[src/rtl/dc_cache.sv]
`default_nettype none
// ============================================================================
// dc_cache : direct-mapped, write-through, no-write-allocate data cache that
//            sits between the load/store buffer and the memory controller.
// Revision  : 1.0
// ============================================================================
module dc_cache #(
    parameter int         LINE_NUM = 64,
    parameter logic [1:0] IO_SEL   = 2'b11
) (
    input  logic        clk,
    input  logic        rst,
    input  logic        en,
    input  logic        iLSB_En,
    input  logic        iLSB_Rw,
    input  logic [2:0]  iLSB_Len,
    input  logic [31:0] iLSB_Add,
    input  logic [31:0] iLSB_Dat,
    output logic        oLSB_En,
    output logic [31:0] oLSB_Dat,
    output logic        oMC_En,
    output logic        oMC_Rw,
    output logic [2:0]  oMC_Len,
    output logic [31:0] oMC_Add,
    output logic [31:0] oMC_Dat,
    input  logic        iMC_En,
    input  logic [31:0] iMC_Dat,
    input  logic        iROB_Mp
);
    localparam int IDX_W = $clog2(LINE_NUM);
    localparam int TAG_W = 30 - IDX_W;

    typedef enum logic [1:0] {
        IDLE    = 2'd0,
        RD_MISS = 2'd1,
        RD_IO   = 2'd2,
        WR      = 2'd3
    } state_t;

    state_t             r_state, w_state_n;
    logic               r_valid [LINE_NUM];
    logic [TAG_W-1:0]   r_tag   [LINE_NUM];
    logic [31:0]        r_word  [LINE_NUM];

    logic [IDX_W-1:0]   r_idx;
    logic [TAG_W-1:0]   r_rtag;
    logic [1:0]         r_off;
    logic [2:0]         r_len;
    logic               r_kill, r_lsb_en, r_hit_resp;

    logic [IDX_W-1:0]   w_idx;
    logic [TAG_W-1:0]   w_tag;
    logic               w_io, w_hit, w_rd_req, w_wr_req;
    logic               w_issue, w_mc_rw, w_merge, w_fill, w_resp, w_hit_resp;
    logic [2:0]         w_mc_len;
    logic [31:0]        w_mc_add, w_resp_dat;

    function automatic logic [31:0] len_mask(input logic [2:0] len);
        case (len)
            3'd1:    return 32'h0000_00FF;
            3'd2:    return 32'h0000_FFFF;
            default: return 32'hFFFF_FFFF;
        endcase
    endfunction

    function automatic logic [31:0] extract(input logic [31:0] word, input logic [1:0] off,
                                            input logic [2:0] len);
        return (word >> {off, 3'b000}) & len_mask(len);
    endfunction

    function automatic logic [31:0] merge(input logic [31:0] word, input logic [31:0] dat,
                                          input logic [1:0] off, input logic [2:0] len);
        logic [31:0] m;
        m = len_mask(len) << {off, 3'b000};
        return (word & ~m) | ((dat << {off, 3'b000}) & m);
    endfunction

    assign w_idx    = iLSB_Add[IDX_W+1:2];
    assign w_tag    = iLSB_Add[31:IDX_W+2];
    assign w_io     = (iLSB_Add[17:16] == IO_SEL);
    assign w_hit    = !w_io && r_valid[w_idx] && (r_tag[w_idx] == w_tag);
    // Committed stores must never be lost, so they bypass both the flush and the enable.
    assign w_rd_req = en && iLSB_En && !iLSB_Rw && !iROB_Mp;
    assign w_wr_req = (en || iROB_Mp) && iLSB_En && iLSB_Rw;

    always_comb begin
        w_state_n  = r_state;
        w_issue    = 1'b0;
        w_mc_rw    = 1'b0;
        w_mc_len   = iLSB_Len;
        w_mc_add   = iLSB_Add;
        w_merge    = 1'b0;
        w_fill     = 1'b0;
        w_resp     = 1'b0;
        w_hit_resp = 1'b0;
        w_resp_dat = 32'd0;
        case (r_state)
            IDLE: begin
                if (w_wr_req) begin
                    w_issue   = 1'b1;
                    w_mc_rw   = 1'b1;
                    w_merge   = w_hit;
                    w_state_n = WR;
                end else if (w_rd_req) begin
                    if (w_io) begin
                        w_issue   = 1'b1;
                        w_state_n = RD_IO;
                    end else if (w_hit) begin
                        w_resp     = 1'b1;
                        w_hit_resp = 1'b1;
                        w_resp_dat = extract(r_word[w_idx], iLSB_Add[1:0], iLSB_Len);
                    end else begin
                        w_issue   = 1'b1;
                        w_mc_len  = 3'd4;
                        w_mc_add  = {iLSB_Add[31:2], 2'b00};
                        w_state_n = RD_MISS;
                    end
                end
            end
            RD_MISS: begin
                if (en && iMC_En) begin
                    w_fill     = 1'b1;
                    w_resp     = !(r_kill || iROB_Mp);
                    w_resp_dat = extract(iMC_Dat, r_off, r_len);
                    w_state_n  = IDLE;
                end
            end
            RD_IO: begin
                if (en && iMC_En) begin
                    w_resp     = !(r_kill || iROB_Mp);
                    w_resp_dat = iMC_Dat;
                    w_state_n  = IDLE;
                end
            end
            WR: begin
                if (en && iMC_En) begin
                    w_resp    = 1'b1;
                    w_state_n = IDLE;
                end
            end
            default: w_state_n = IDLE;
        endcase
    end

    always_ff @(posedge clk or negedge rst) begin
        if (!rst) r_state <= IDLE;
        else      r_state <= w_state_n;
    end

    always_ff @(posedge clk or negedge rst) begin
        if (!rst) begin
            r_kill     <= 1'b0;
            r_lsb_en   <= 1'b0;
            r_hit_resp <= 1'b0;
            r_idx      <= '0;
            r_rtag     <= '0;
            r_off      <= 2'd0;
            r_len      <= 3'd0;
            oLSB_Dat   <= 32'd0;
            oMC_En     <= 1'b0;
            oMC_Rw     <= 1'b0;
            oMC_Len    <= 3'd0;
            oMC_Add    <= 32'd0;
            oMC_Dat    <= 32'd0;
        end else begin
            r_lsb_en   <= w_resp;
            r_hit_resp <= w_hit_resp;
            oMC_En     <= w_issue;
            r_kill     <= (r_state == RD_MISS || r_state == RD_IO) && (w_state_n != IDLE)
                          && (r_kill || (en && iROB_Mp));
            if (w_issue) begin
                oMC_Rw  <= w_mc_rw;
                oMC_Len <= w_mc_len;
                oMC_Add <= w_mc_add;
                oMC_Dat <= iLSB_Dat;
                r_idx   <= w_idx;
                r_rtag  <= w_tag;
                r_off   <= iLSB_Add[1:0];
                r_len   <= iLSB_Len;
            end
            if (w_resp) oLSB_Dat <= w_resp_dat;
        end
    end

    // A hit response is withdrawn if a flush lands in the cycle it is presented.
    assign oLSB_En = r_lsb_en && !(r_hit_resp && iROB_Mp);

    always_ff @(posedge clk or negedge rst) begin
        if (!rst) begin
            for (int i = 0; i < LINE_NUM; i++) r_valid[i] <= 1'b0;
        end else if (w_fill) begin
            r_valid[r_idx] <= 1'b1;
        end
    end

    always_ff @(posedge clk) begin
        if (w_fill) begin
            r_tag[r_idx]  <= r_rtag;
            r_word[r_idx] <= iMC_Dat;
        end else if (w_merge) begin
            r_word[w_idx] <= merge(r_word[w_idx], iLSB_Dat, iLSB_Add[1:0], iLSB_Len);
        end
    end
endmodule
`default_nettype wire

[config.mk]
export PLATFORM = sky130hd
export DESIGN_NAME = dc_cache
export DESIGN_NICKNAME = d
export VERILOG_FILES = /design/src/rtl/dc_cache.sv
export SDC_FILE = /design/constraint.sdc
export NUM_CORES = 2
export LEC_CHECK = 0
export ABC_AREA = 1
export CELL_PAD_IN_SITES_DETAIL_PLACEMENT = 0
export CELL_PAD_IN_SITES_GLOBAL_PLACEMENT = 1
export CORE_ASPECT_RATIO = 0.8
export CORE_UTILIZATION = 55
export CTS_CLUSTER_SIZE = 10
export DETAILED_ROUTE_END_ITERATION = 6
export MAX_ROUTING_LAYER = met4
export PLACE_DENSITY_LB_ADDON = 0.1
export SETUP_SLACK_MARGIN = 0.05
export SYNTH_ARGS = -nofsm -noshare
export SYNTH_HDL_FRONTEND = slang
export SYNTH_SLANG_ARGS = --single-unit
export TNS_END_PERCENT = 30
[constraint.sdc]
create_clock -name clk -period 11.4 [get_ports clk]
set_input_delay 2.28 -clock clk [delete_from_list [all_inputs] [get_ports clk]]
set_output_delay 2.28 -clock clk [all_outputs]
set_load 0.03 [all_outputs]
# Word-level counts from Yosys, hierarchy flattened
# Memory sizes are Yosys's and may differ from the RTL's.
# Cells that the tools add are included.
# Widths: inputs -> output; s select.
[classes]
order_cmp = 3
eq_ne = 9
n_shift = 4
mux = 65
bitwise_logic = 9
n_reduce_logical = 28
[ops]
columns = ["op", "n"]
rows = [
  ["$mux 32", 16],
  ["$and 32x32->32", 4],
  ["$pmux 32 s2", 2],
  ["$pmux 32 s3", 1],
  ["$or 64x64->64", 1],
  ["$shl 32x5->32", 2],
  ["$shr 32x5->32", 2],
  ["$not 32->32", 1],
  ["$or 32x32->32", 1],
  ["$reduce_or 32->1", 1],
  ["$mux 1", 26],
  ["$eq 24x24->1", 1],
  ["$mux 2", 10],
  ["$mux 3", 5],
  ["$ge 7x7->1 const B", 2],
  ["$logic_and 1x1->1", 14],
  ["$not 6->7", 2],
  ["$lt 7x1->1 const B", 1],
  ["$bmux 1 s6", 1],
  ["$demux 1 s6", 1],
  ["$eq 2x2->1 const B", 3],
  ["$eq 3x1->1 const B", 2],
  ["$eq 3x2->1 const B", 2],
  ["$mux 6", 1],
  ["other kinds (9)", 16],
]
[totals]
reg_bits = 205
ramBits = 3584
input_bits = 106
out_inout_bits = 102
elab_cells = 198
mem_count = 2
[mem_list]
columns = ["name", "depth", "word_bits", "read_ports", "rd_clocked_by_memory_dff", "wr", "line", "source"]
rows = [
  ["r_word", 64, 32, 1, 0, 1, "43", "logic [31:0] r_word [LINE_NUM];"],
  ["r_tag", 64, 24, 1, 0, 1, "42", "logic [TAG_W-1:0] r_tag [LINE_NUM];"],
]

# Longest topological paths before layout
[logic_depth]
depth_word = 17
ltp_mapped = 27
ltp_nobuf = 24

# Worst setup path before layout
# OpenSTA, ideal clock, no wires.
[synth_path]
path_type = "input to register"
start = "input port iLSB_Add[2]"
end = "memory r_word[0][10], data pin"
setup_time_ns = 0.720
arrival_ns = 6.982
t_required_ns = 10.680
slack_ns = 3.698
cell_stages = 15
n_path_buf = 6
path_cell_list = "inv_2 > buf_4 > buf_2 > buf_2 > buf_2 > buf_2 > clkbuf_1 > o21ai_0 > o22ai_1 > o21ai_0 > o221ai_1 > o21ai_0 > o21ai_0 > nor2_1 > o31ai_1"
[synth_between]
elab_chain_cells = 13
word_cells_on_any_way = 18
cone_classes = "eq/ne: 1; mux: 9; bitwise: 3; reduce/logical: 3; memory: 2"
[synth_rtl]
columns = ["element", "line", "source"]
rows = [
  ["start: declaration", "17", "input logic [31:0] iLSB_Add,"],
  ["parallel branches: the longest is 12 deep, another holds $mem_v2 64x24", "n/a", ""],
  ["$mux 32 (no source line) *", "n/a", ""],
  ["end: declaration", "43", ""],
]
# Every way passes the cells marked *. The select of a mux whose other input is x is not followed.

# Worst setup path after layout
[layout_path]
start = "input port iLSB_Add[2]"
end = "memory r_word[33][23] (enable)"
[layout_between]
elab_chain_cells = 13
word_cells_on_any_way = 16
cone_classes = "eq/ne: 1; mux: 10; bitwise: 1; reduce/logical: 3; memory: 1"
[layout_rtl]
columns = ["element"]
rows = [
  ["parallel branches: the longest is 13 deep, another holds $mem_v2 64x24"],
]
# Parallel ways; which one is timed is not known. The select of a mux whose other input is x is not followed.

==> impl_metrics.toml <==
[global_route]
grt_pass1_wl_mm = 689
gr-total-overflow = 0
grt_max_degree = 172
groute.usage.overall_pct = 35.3
first_global_vias = 97400
antenna_found_initial = 23

[clock_network]
path_clk_slew_ns = 0.06
cts_root_buffer = "clkbuf_16"
post_cts_buffers = 0
clockBufferDepth = 4
cts_hold_buf = 0
cts_tree = "built"
htreeDepth = 5
cts_buffers = 420
cts_resized = 0
clock_latency_ns = 0.92
cts_num_sinks = 3759

[detailed_routing]
drc_errors = 2
first_pass_iters = 7
viasPerCell = 6.40
initialDrtViolationCount = 15200
drt_wl_total_mm = 483
vias = 105000
wl_per_cell_um = 29.5
ant_nets = 0

[logic_synthesis]
syn_area_mm2 = 0.152
seq_area_frac_synth_pct = 73.9
synth.avg_cell_area_um2 = 12.1
yosysWarnings = 0
synthArstFlopShare_pct = 4.66
synth_compound_area_share_pct = 7.84
syn-num-nets = 12600
synthAdderAreaFrac_pct = 0.0330
synth-xor-area-share_pct = 0
yosysTopAreaCell = "edfxtp_1"
synthSimpleGateAreaFrac_pct = 15.4
muxShareOfSynthArea_pct = 0
syn_inst = 12500
synthFlopType = "edfxtp_1"
yosysUniqueCellTypes = 46
synth_edf_count = 3584
netlist_top_cells_area = "edfxtp_1, nand2_1, nand3_1"
synth-seq-cells = 3759
synth.top_cell.area_share_pct = 71.0
synth_top_family_by_area = "simple AND/OR/NAND/NOR gates"

[min_path]
hold_path_class = "reg -> reg"
min_from = "r_valid[61]"
min_path_cells = 2
whs_endpoint = "r_valid[61]"

[status]
status = "complete, but fails checks"
violations = "DRC"

[place]
dp_hpwl_mm = 273
dpl_cell_area_mm2 = 0.158
port_buffers = 207
gp_congestion = 0.943

[sta]
worst_pin_slew_ns = 1.47
max_clock_freq_mhz = 115
whs_ns = 0.460
fin_crit_ns = 8.72
rsz0062_at_grt = "no"
finClkSkew_ns = 0.0344
tns_ns = 0
drv_slew = 0
relSlewSlack_pct = 2.04
hold_viol_final = 0
setup_viol_count_final = 0
finalCritPeriodShare_pct = 76.5

[worst_setup_path]
cp.arrival_ns = 9.30
startpoint_type = "input port"
worstRegToRegCells = 22
critPathMaxFanout = 145
ff2ff_setup_slack_ns = 5.70
criticalPathCategory = "in -> reg"
required_ns = 11.98
r2r_start = "r_valid[8]"
r2r_end = "r_word[33][23]"
end_kind = "flip-flop"

[power_and_ir_drop]
ir_drop_v = 0.000223
cellPowerDensity_mw_per_mm2 = 191
power.static_leakage_uw = 0.0578

[die]
row_count = 171
start_util_pct = 55.6
core-area_mm2 = 0.273
die_area_mm2 = 0.278
pin_count = 208
die_h_um = 472
die_w_um = 589

[final_layout]
layout-drive-gt1-share_pct = 8.05
syn2layout_area_growth_pct = 12.0
layout_common_cells = "edfxtp_1, nand2_1, nand3_1"
nNetsFinal = 12700
layout_commonest_cell = "edfxtp_1"
finalInstanceArea_mm2 = 0.170
postLayoutCoreUtil_pct = 62.2

[run]
maxCapViolCount = 0
## worst max path at each step
| stage | startpoint | endpoint | slack [ns] | cells past startpoint |
|---|---|---|---|---|
| global route | iLSB_Add[2] | r_word[33][23] | 2.55 | 26 |
| detailed placement | iLSB_Add[2] | r_word[33][23] | 2.04 | 26 |
| CTS | iLSB_Add[2] | r_word[33][23] | 2.98 | 26 |
| finish | iLSB_Add[2] | r_word[33][23] | 2.68 | 26 |
| global placement | iLSB_Add[2] | r_word[33][23] | 2.07 | 26 |
| floorplan | iLSB_Add[2] | r_word[0][10] | 3.70 | 15 |
## registers in the layout, summed over array words and instances (netlist names)
signal / count
oLSB_Dat: 32
oMC_Add: 32
oMC_Dat: 32
oMC_En: 1
oMC_Len: 3
oMC_Rw: 1
r_hit_resp: 1
r_kill: 1
r_len: 3
r_lsb_en: 1
r_off: 2
r_state: 2
r_tag: 1536
r_valid: 64
r_word: 2048
## stage by stage
stage / power [uW] / setup WS [ns] / instances
2_1_floorplan: 18700 / 3.70 / 12500
3_3_place_gp: 20600 / 2.07 / 15800
3_5_place_dp: 20700 / 2.04 / 15800
4_1_cts: 32300 / 2.98 / 16300
5_1_grt: 33100 / 2.55 / 16400
6_report: 32300 / 2.68 / 16400
## power breakdown
part	total [uW]	switching, uW	internal, uW
Combinational	4060	3160	903
Sequential	16400	295	16200
Clock	11800	5090	6750
## layout make-up
type / count / area, um^2
Tap cell: 3633 / 4550
Inverter: 156 / 623
Clock inverter: 16 / 191
Multi-Input combinational cell: 7745 / 36400
Timing Repair Buffer: 498 / 4750
Antenna cell: 20 / 50.0
Clock buffer: 541 / 11200
Fill cell: 20900 / 103000
Sequential cell: 3759 / 112000
## logic make-up (layout without fill, tap and decap cells)
kind of cell,after synthesis,after routing
buffers and inverters,1007,1211
DFF,3759,3759
AOI/OAI and AO/OA,2160,2160
and+or+nand+nor,5581,5581
adders and majority gates,4,4
other,0,20
## synthesized netlist by cell type, drive strengths merged (2+ instances only)
cell type / number
edfxtp: 3584
nand2: 2328
nand3: 1722
nor2: 1438
o21ai: 1391
o22ai: 613
clkbuf: 445
buf: 406
dfrtp: 175
inv: 150
or2: 62
a21oi: 54
o211ai: 49
nor3: 15
nand4: 14
a22oi: 13
o32ai: 10
o221ai: 7
a22o: 6
clkinv: 6
a211oi: 4
a221oi: 4
ha: 4
a31oi: 2
o21bai: 2
## per-layer routing
layer  GRT usage, %  part of all wire, %  wire length, um
met5              -                    0                0
met3           8.78                   13            63100
met1           52.7                   42           203000
met4           10.0                  2.9            13800
met2           48.0                   42           203000
## worst max-delay path: stages
cell     delay [ns]
buf_12         0.19
inv_8          0.74
buf_12         0.33
buf_12         0.31
nand2_1        0.10
nand3_1        0.09
nand3_1        0.09
nand2_1        0.08
nand2_1        0.18
nand3_1        0.21
o21ai_0        0.22
nand2_1        0.17
nand3_1        0.24
inv_1          0.16
nand3_1        0.09
nor2_1         0.12
nand3_1        0.10
nor2_2         0.49
nand3_2        0.10
buf_4          0.26
nand2_1        0.14
nand2_2        0.18
inv_1          0.15
nand3_2        0.37
nor2_4         1.06
buf_4          0.40
Power figures use the tool's default switching activity.
